==> config.mk <==
export PLATFORM = sky130hd
export DESIGN_NAME = mac_fp32_accumulator_flat
export DESIGN_NICKNAME = d
export VERILOG_FILES = /design/src/rtl/mac_fp32_accumulator_pkg.sv /design/src/rtl/mac_fp32_accumulator_if.sv /design/src/rtl/mac_fp32_accumulator_lzc.sv /design/src/rtl/mac_fp32_accumulator.sv /design/src/flat_wrapper.sv
export SDC_FILE = /design/constraint.sdc
export NUM_CORES = 1
export LEC_CHECK = 0
export CORE_UTILIZATION = 40
export DETAILED_ROUTE_END_ITERATION = 8
export GPL_ROUTABILITY_DRIVEN = 0
export SLEW_MARGIN = 20
export SYNTH_ARGS = -nofsm -noshare
export SYNTH_HDL_FRONTEND = slang
export SYNTH_SLANG_ARGS = --single-unit
==> constraint.sdc <==
create_clock -name clk -period 14.7 [get_ports clk]
set_clock_uncertainty 0.05 [all_clocks]
set_input_delay 4.41 -clock clk [delete_from_list [all_inputs] [get_ports clk]]
set_output_delay 4.41 -clock clk [all_outputs]
set_load 0.05 [all_outputs]
==> src/rtl/mac_fp32_accumulator_pkg.sv <==
// Shared types and constants for the FP32 MAC accumulation stage.
// Format is fixed binary32; no parameters are exposed to users.
package mac_fp32_pkg;

  localparam logic [7:0]   EXP_INF = 8'd255;
  localparam int unsigned  MANT_W  = 23;
  localparam int unsigned  SIG_W   = 24;
  localparam logic [22:0]  QNAN_MANT = 23'h400000;

  typedef enum logic [1:0] {
    IDLE,
    ALIGN,
    ADD,
    NORM
  } acc_state_t;

  typedef struct packed {
    logic              sign;
    logic [7:0]        exp;
    logic [MANT_W-1:0] mant;
  } fp32_t;

  // Exponent 0 means zero: subnormals are flushed, sign is kept for magnitude compare only.
  function automatic fp32_t flush_zero(fp32_t x);
    fp32_t r;
    r = x;
    if (x.exp == 8'd0) begin
      r.mant = '0;
    end
    return r;
  endfunction

  function automatic fp32_t make_inf(logic sign);
    fp32_t r;
    r.sign = sign;
    r.exp  = EXP_INF;
    r.mant = '0;
    return r;
  endfunction

  function automatic fp32_t make_qnan();
    fp32_t r;
    r.sign = 1'b0;
    r.exp  = EXP_INF;
    r.mant = QNAN_MANT;
    return r;
  endfunction

endpackage

==> src/rtl/mac_fp32_accumulator_if.sv <==
// Term input handshake and published-sum output of the FP32 accumulator.
// master = upstream multiplier / consumer side, slave = the accumulator.
interface mac_fp32_accumulator_if;
  import mac_fp32_pkg::*;

  logic              in_valid;
  logic              in_ready;
  logic              in_first;
  logic              in_last;
  logic              prod_sign;
  logic [7:0]        prod_exp;
  logic [MANT_W-1:0] prod_mant;

  logic              out_valid;
  logic              out_sign;
  logic [7:0]        out_exp;
  logic [MANT_W-1:0] out_mant;

  modport master (
    output in_valid,
    output in_first,
    output in_last,
    output prod_sign,
    output prod_exp,
    output prod_mant,
    input  in_ready,
    input  out_valid,
    input  out_sign,
    input  out_exp,
    input  out_mant
  );

  modport slave (
    input  in_valid,
    input  in_first,
    input  in_last,
    input  prod_sign,
    input  prod_exp,
    input  prod_mant,
    output in_ready,
    output out_valid,
    output out_sign,
    output out_exp,
    output out_mant
  );

endinterface

==> src/rtl/mac_fp32_accumulator_lzc.sv <==
// Combinational 25-bit leading-zero counter; an all-zero input yields 25.
module mac_fp32_lzc (
  input  logic [24:0] val_i,
  output logic [4:0]  lz_o
);

  always_comb begin
    lz_o = 5'd25;
    // Ascending scan so the highest set bit is the last (winning) assignment.
    for (int i = 0; i < 25; i++) begin
      if (val_i[i]) begin
        lz_o = 5'(24 - i);
      end
    end
  end

endmodule

==> src/rtl/mac_fp32_accumulator.sv <==
// FP32 running-sum accumulator: IDLE -> ALIGN -> ADD -> NORM, one term per 4 cycles.
// Truncating arithmetic, exponent-0 flush, saturating exponent 255.
module mac_fp32_accumulator
  import mac_fp32_pkg::*;
(
  input  logic                   clk,
  input  logic                   rst,
  mac_fp32_accumulator_if.slave  bus
);

  acc_state_t state_q, state_d;

  fp32_t term_q, term_d;
  fp32_t acc_q, acc_d;
  fp32_t out_q, out_d;
  logic  first_q, first_d;
  logic  last_q, last_d;
  logic  out_valid_q, out_valid_d;

  logic             g_sign_q, g_sign_d;
  logic [7:0]       g_exp_q, g_exp_d;
  logic [SIG_W-1:0] g_sig_q, g_sig_d;
  logic [SIG_W-1:0] l_sig_q, l_sig_d;
  logic             sub_q, sub_d;
  logic             special_q, special_d;
  fp32_t            spec_q, spec_d;
  logic [SIG_W:0]   sum_q, sum_d;

  // ---------------------------------------------------------------------------
  // Alignment datapath (consumed in ALIGN)
  // ---------------------------------------------------------------------------
  fp32_t            op_a, op_b, op_g, op_l;
  logic             a_ge_b;
  logic [7:0]       exp_diff;
  logic [SIG_W-1:0] l_sig_full, l_sig_shifted;
  logic             a_sp, b_sp, a_nan, b_nan;
  logic             align_special;
  fp32_t            align_spec;

  always_comb begin
    op_a          = flush_zero(term_q);
    op_b          = first_q ? fp32_t'('0) : flush_zero(acc_q);
    a_ge_b        = {op_a.exp, op_a.mant} >= {op_b.exp, op_b.mant};
    op_g          = a_ge_b ? op_a : op_b;
    op_l          = a_ge_b ? op_b : op_a;
    exp_diff      = op_g.exp - op_l.exp;
    l_sig_full    = {|op_l.exp, op_l.mant};
    l_sig_shifted = (exp_diff >= 8'd24) ? '0 : (l_sig_full >> exp_diff);
  end

  // A NaN operand propagates as the canonical quiet NaN so a NaN sum survives later terms.
  always_comb begin
    a_sp          = (op_a.exp == EXP_INF);
    b_sp          = (op_b.exp == EXP_INF);
    a_nan         = a_sp && (op_a.mant != '0);
    b_nan         = b_sp && (op_b.mant != '0);
    align_special = a_sp || b_sp;
    align_spec    = '0;
    if (a_sp && b_sp) begin
      if (a_nan || b_nan || (op_a.sign != op_b.sign)) begin
        align_spec = make_qnan();
      end else begin
        align_spec = make_inf(op_a.sign);
      end
    end else if (a_sp) begin
      align_spec = a_nan ? make_qnan() : make_inf(op_a.sign);
    end else if (b_sp) begin
      align_spec = b_nan ? make_qnan() : make_inf(op_b.sign);
    end
  end

  // ---------------------------------------------------------------------------
  // Normalisation datapath (consumed in NORM)
  // ---------------------------------------------------------------------------
  logic [4:0]     lz;
  logic [4:0]     shl;
  logic [8:0]     exp_inc;
  logic [SIG_W:0] norm_sig;
  fp32_t          norm_res;

  mac_fp32_lzc u_lzc (
    .val_i (sum_q),
    .lz_o  (lz)
  );

  // The LZC spans the carry bit, so the hidden bit lands at [23] after a shift of lz-1.
  always_comb begin
    shl      = lz - 5'd1;
    exp_inc  = {1'b0, g_exp_q} + 9'd1;
    norm_sig = sum_q << shl;
    norm_res = '0;
    if (special_q) begin
      norm_res = spec_q;
    end else if (sum_q == '0) begin
      norm_res = '0;
    end else if (sum_q[SIG_W]) begin
      if (exp_inc >= {1'b0, EXP_INF}) begin
        norm_res = make_inf(g_sign_q);
      end else begin
        norm_res.sign = g_sign_q;
        norm_res.exp  = exp_inc[7:0];
        norm_res.mant = sum_q[SIG_W-1:1];
      end
    end else if (g_exp_q <= {3'b000, shl}) begin
      norm_res = '0;
    end else begin
      norm_res.sign = g_sign_q;
      norm_res.exp  = g_exp_q - {3'b000, shl};
      norm_res.mant = norm_sig[MANT_W-1:0];
    end
  end

  // ---------------------------------------------------------------------------
  // Control
  // ---------------------------------------------------------------------------
  always_comb begin
    state_d     = state_q;
    term_d      = term_q;
    acc_d       = acc_q;
    out_d       = out_q;
    first_d     = first_q;
    last_d      = last_q;
    out_valid_d = 1'b0;
    g_sign_d    = g_sign_q;
    g_exp_d     = g_exp_q;
    g_sig_d     = g_sig_q;
    l_sig_d     = l_sig_q;
    sub_d       = sub_q;
    special_d   = special_q;
    spec_d      = spec_q;
    sum_d       = sum_q;

    unique case (state_q)
      IDLE: begin
        if (bus.in_valid) begin
          term_d.sign = bus.prod_sign;
          term_d.exp  = bus.prod_exp;
          term_d.mant = bus.prod_mant;
          first_d     = bus.in_first;
          last_d      = bus.in_last;
          state_d     = ALIGN;
        end
      end
      ALIGN: begin
        g_sign_d  = op_g.sign;
        g_exp_d   = op_g.exp;
        g_sig_d   = {|op_g.exp, op_g.mant};
        l_sig_d   = l_sig_shifted;
        sub_d     = op_a.sign ^ op_b.sign;
        special_d = align_special;
        spec_d    = align_spec;
        state_d   = ADD;
      end
      ADD: begin
        // G >= L in magnitude, so the difference cannot go negative.
        if (sub_q) begin
          sum_d = {1'b0, g_sig_q} - {1'b0, l_sig_q};
        end else begin
          sum_d = {1'b0, g_sig_q} + {1'b0, l_sig_q};
        end
        state_d = NORM;
      end
      NORM: begin
        acc_d = norm_res;
        if (last_q) begin
          out_d       = norm_res;
          out_valid_d = 1'b1;
        end
        state_d = IDLE;
      end
    endcase
  end

  always_ff @(posedge clk) begin
    if (rst) begin
      state_q     <= IDLE;
      term_q      <= '0;
      acc_q       <= '0;
      out_q       <= '0;
      first_q     <= 1'b0;
      last_q      <= 1'b0;
      out_valid_q <= 1'b0;
      g_sign_q    <= 1'b0;
      g_exp_q     <= '0;
      g_sig_q     <= '0;
      l_sig_q     <= '0;
      sub_q       <= 1'b0;
      special_q   <= 1'b0;
      spec_q      <= '0;
      sum_q       <= '0;
    end else begin
      state_q     <= state_d;
      term_q      <= term_d;
      acc_q       <= acc_d;
      out_q       <= out_d;
      first_q     <= first_d;
      last_q      <= last_d;
      out_valid_q <= out_valid_d;
      g_sign_q    <= g_sign_d;
      g_exp_q     <= g_exp_d;
      g_sig_q     <= g_sig_d;
      l_sig_q     <= l_sig_d;
      sub_q       <= sub_d;
      special_q   <= special_d;
      spec_q      <= spec_d;
      sum_q       <= sum_d;
    end
  end

  assign bus.in_ready  = (state_q == IDLE);
  assign bus.out_valid = out_valid_q;
  assign bus.out_sign  = out_q.sign;
  assign bus.out_exp   = out_q.exp;
  assign bus.out_mant  = out_q.mant;

endmodule

==> src/flat_wrapper.sv <==
// flat-port wrapper written by rule: the top's interface ports become plain ports
module mac_fp32_accumulator_flat import mac_fp32_pkg::*;
  (clk, rst, bus_in_valid, bus_in_first, bus_in_last, bus_prod_sign, bus_prod_exp, bus_prod_mant, bus_in_ready, bus_out_valid, bus_out_sign, bus_out_exp, bus_out_mant);
  mac_fp32_accumulator_if bus_i ();
  input  logic clk;
  input  logic rst;
  input wire logic [$bits(bus_i.in_valid)-1:0] bus_in_valid;
  input wire logic [$bits(bus_i.in_first)-1:0] bus_in_first;
  input wire logic [$bits(bus_i.in_last)-1:0] bus_in_last;
  input wire logic [$bits(bus_i.prod_sign)-1:0] bus_prod_sign;
  input wire logic [$bits(bus_i.prod_exp)-1:0] bus_prod_exp;
  input wire logic [$bits(bus_i.prod_mant)-1:0] bus_prod_mant;
  output wire logic [$bits(bus_i.in_ready)-1:0] bus_in_ready;
  output wire logic [$bits(bus_i.out_valid)-1:0] bus_out_valid;
  output wire logic [$bits(bus_i.out_sign)-1:0] bus_out_sign;
  output wire logic [$bits(bus_i.out_exp)-1:0] bus_out_exp;
  output wire logic [$bits(bus_i.out_mant)-1:0] bus_out_mant;
  assign bus_i.in_valid = bus_in_valid;
  assign bus_i.in_first = bus_in_first;
  assign bus_i.in_last = bus_in_last;
  assign bus_i.prod_sign = bus_prod_sign;
  assign bus_i.prod_exp = bus_prod_exp;
  assign bus_i.prod_mant = bus_prod_mant;
  assign bus_in_ready = bus_i.in_ready;
  assign bus_out_valid = bus_i.out_valid;
  assign bus_out_sign = bus_i.out_sign;
  assign bus_out_exp = bus_i.out_exp;
  assign bus_out_mant = bus_i.out_mant;
  mac_fp32_accumulator u_core (.clk(clk), .rst(rst), .bus(bus_i));
endmodule
==> summary.md <==
| Metric | Value |
|---|---|
| Status | `finished, final reports clean` |
| Synth async-reset ratio | `0` |
| Grt total ovfl | `0` |
| Relative slew slack | `0.314` |
| Io pins | `71` |
| Post-route ant nets | `0` |
| H-tree levels | `4` |
| Post-CTS sizing | `0` |
| DP HPWL | `34500 um` |
| Post-synth top area share | `0.269` |
| Slowest-stage cell, CP | `xor2_1` |
| Filler cell count | `3463` |
| CP endpoint kind | `flop` |
| Crit path cell chain | `nor4_1 > nand2_1 > and2_1 > ha_1 > nand3_1 > o21bai_1 > o311a_1 > nand3b_2 > o21a_2 > buf_4 > o21a_1 > ha_1 > a311o_1 > o21a_1 > a211o_1 > xor2_1 > nand2_1 > and4_1 > and4_1 > a221o_1` |
| Die area | `35500 um2` |
| Count leader, synth | `nand2_1` |
| Initial core utilization | `0.411` |
| Antenna violations before repair | `0` |
| Post-CTS Repair Setup Buffers | `0` |
| Synth warn | `0` |
| Commonest cells in the netlist | `nand2_1 (254), nor2_1 (218), dfxtp_1 (187)` |
| Share of cells above drive strength 1 | `0.0621` |
| Fin Setup TNS | `0 ps` |
| Routed len/inst | `19.9 um` |
| RSZ-0062 raised after global routing | `no` |
| Worst-path maximum fanout | `71` |
| Area Overhead vs Synth | `11.4%` |
| Die Wd | `188 um` |
| Buffers added on ports | `70` |
| WP buf/inv | `1` |
| Largest area contributor in the netlist | `dfxtp_1` |
| First-pass GRT wire length | `71600 um` |
| Largest net degree at the start of global routing | `75` |
| Setup CP Type | `flop to flop` |
| Dominant register cell in the synthesized netlist | `dfxtp_1` |
| Vias/cell | `5.93` |
| Total routed wirelength | `45800 um` |
| Hold Path Class | `flop to flop` |
| TritonCTS clock tree | `built` |
| Critical Path RT | `15000 ps` |
| Core footprint | `33900 um2` |
| DRC | `0` |
| Worst path top cell family by delay | `simple AND/OR/NAND/NOR gates` |
| Vias after detailed routing | `13600` |
| Die Span Y | `188 um` |
| Clock Sinks | `187` |
| Vias in the first global route | `12500` |
| Synth cell types | `85` |
| Slowest cell delay on critical path | `800 ps` |
| Initial DRC Count | `1504` |
| Synth Register Bits | `187` |
| Core Rows | `67` |
| EDFF count, synth | `0` |
| Setup crit start kind | `flop` |
| Root Buffer | `clkbuf_16` |
| Worst path arrival time | `7380 ps` |
| Avg Inst Size Synth | `7.49 um2` |
| Worst skew pair latency | `460 ps` |
| Clock buffer count from CTS | `17` |
| Crit share post-route | `0.481` |
| Final Critical Period | `7080 ps` |
| Clock-pin transition on the worst setup and hold timing paths | `80 ps` |
| Slew Limit Fails | `0` |
| GRT Util Overall | `0.258` |
| Syn_nets | `1962` |
| Post-synthesis instance area | `13900 um2` |
| Register area share after synthesis | `0.269` |
| DRT Pass-1 Iters | `7` |
| Diode count | `0` |
| Final net count | `1945` |
| Fmax | `141 MHz` |
| Synth top area cells | `dfxtp_1 (27%), mux2i_1 (7.1%), nand2_1 (6.9%)` |
| # hold bufs at CTS | `0` |
| Worst-margin pin slew | `1030 ps` |
| CTS max path bufs | `2` |
| Max Cap Viol | `0` |
| Setup violators final | `0` |
| Hold Fails Final Rpt | `0` |
| Post-Synthesis Cells | `1856` |
==> worst min-delay path, stage by stage (launching register included) <==
cell and delay, ps:
dfxtp_1 330, nand2_1 40, o21ai_0 50
==> cell families (layout without fill, tap and decap cells) <==
logic type | after synthesis | in the layout | synth area share
AND/OR/NAND/NOR | 716 | 716 | 0.231
AO/OA/AOI/OAI | 501 | 501 | 0.233
buffers and inverters | 188 | 184 | 0.0523
flip-flops | 187 | 187 | 0.269
multiplexers | 128 | 128 | 0.108
adder cells (fa/ha/maj) | 75 | 75 | 0.0677
XOR/XNOR | 61 | 61 | 0.0384
==> registers in the layout (all words and copies together) (netlist names) <==
register / cells
u_core.bus.out_exp: 8
u_core.special_q: 1
u_core.acc_q: 32
u_core.state_q: 2
u_core.spec_q: 2
u_core.g_exp_q: 8
u_core.g_sig_q: 24
u_core.bus.out_mant: 23
u_core.term_q: 23
u_core.op_a: 9
u_core.g_sign_q: 1
u_core.sum_q: 25
u_core.l_sig_q: 24
u_core.bus.out_sign: 1
u_core.bus.out_valid: 1
u_core.sub_q: 1
u_core.first_q: 1
u_core.last_q: 1
==> placed cells by master, fill, tap and decap left out, types with 16 or more instances in the layout <==
cell type and n:
o21a_1 16, mux4_2 16, clkdlybuf4s50_1 69, nor2_1 215
nor3_1 47, ha_1 66, clkbuf_16 17, and2_1 17
nand4_1 17, a22o_1 20, nor4_1 19, nand3_1 61
dfxtp_1 187, o21ai_0 94, buf_4 21, a31oi_1 18
mux2i_1 98, a21oi_1 165, xnor2_1 49, a211oi_1 56
inv_1 61, nand2b_1 32, nand2_1 254
==> area by class of cell <==
cell class / instances / area (um2) / share of cell area
Timing Repair Buffer: 90 / 848 / 0.0548
Clock inverter: 15 / 219 / 0.0141
Clock buffer: 17 / 425 / 0.0275
Sequential cell: 187 / 3740 / 0.242
Inverter: 62 / 233 / 0.0150
Tap cell: 448 / 561 / 0.0362
Multi-Input combinational cell: 1481 / 9460 / 0.611
==> stage by stage <==
| step | hold WS [ps] | setup slack, ps | area [um2] | std cells | utilization |
|---|---|---|---|---|---|
| 6_report | 403 | 7620 | 15500 | 2300 | 0.457 |
| 5_1_grt | 424 | 7270 | 15500 | 2300 | 0.457 |
| 3_5_place_dp | 393 | 7750 | 14800 | 2268 | 0.438 |
| 4_1_cts | 409 | 7740 | 15500 | 2300 | 0.457 |
| 2_1_floorplan | 375 | 9170 | 13900 | 1856 | - |
| 3_3_place_gp | 386 | 7950 | 14800 | 2268 | 0.438 |
==> path summary, 6_finish.rpt <==
kind	startpoint	to	slack, ps	cells past startpoint
setup / recovery	u_core.op_a[27]$_SDFFE_PP0P_	u_core.l_sig_q[5]$_SDFFE_PP0N_	7620	20
hold / removal	u_core.bus.out_mant[18]$_SDFFE_PP0P_	u_core.bus.out_mant[18]$_SDFFE_PP0P_	400	2
setup reg to reg	u_core.op_a[27]$_SDFFE_PP0P_	u_core.l_sig_q[5]$_SDFFE_PP0N_	7620	20
hold reg to reg	u_core.bus.out_mant[18]$_SDFFE_PP0P_	u_core.bus.out_mant[18]$_SDFFE_PP0P_	400	2
==> per-layer routing <==
layer	vias up	routed length, um	track usage
met1	6381	21300	0.365
met4	0	1500	0.0949
met2	549	19800	0.391
met3	75	3140	0.0412
met5	-	0	0
li1	6640	-	-
Power is left out: the tool's default activity adds up to more than one toggle a clock period on the data nets, which glitch-free logic cannot reach.
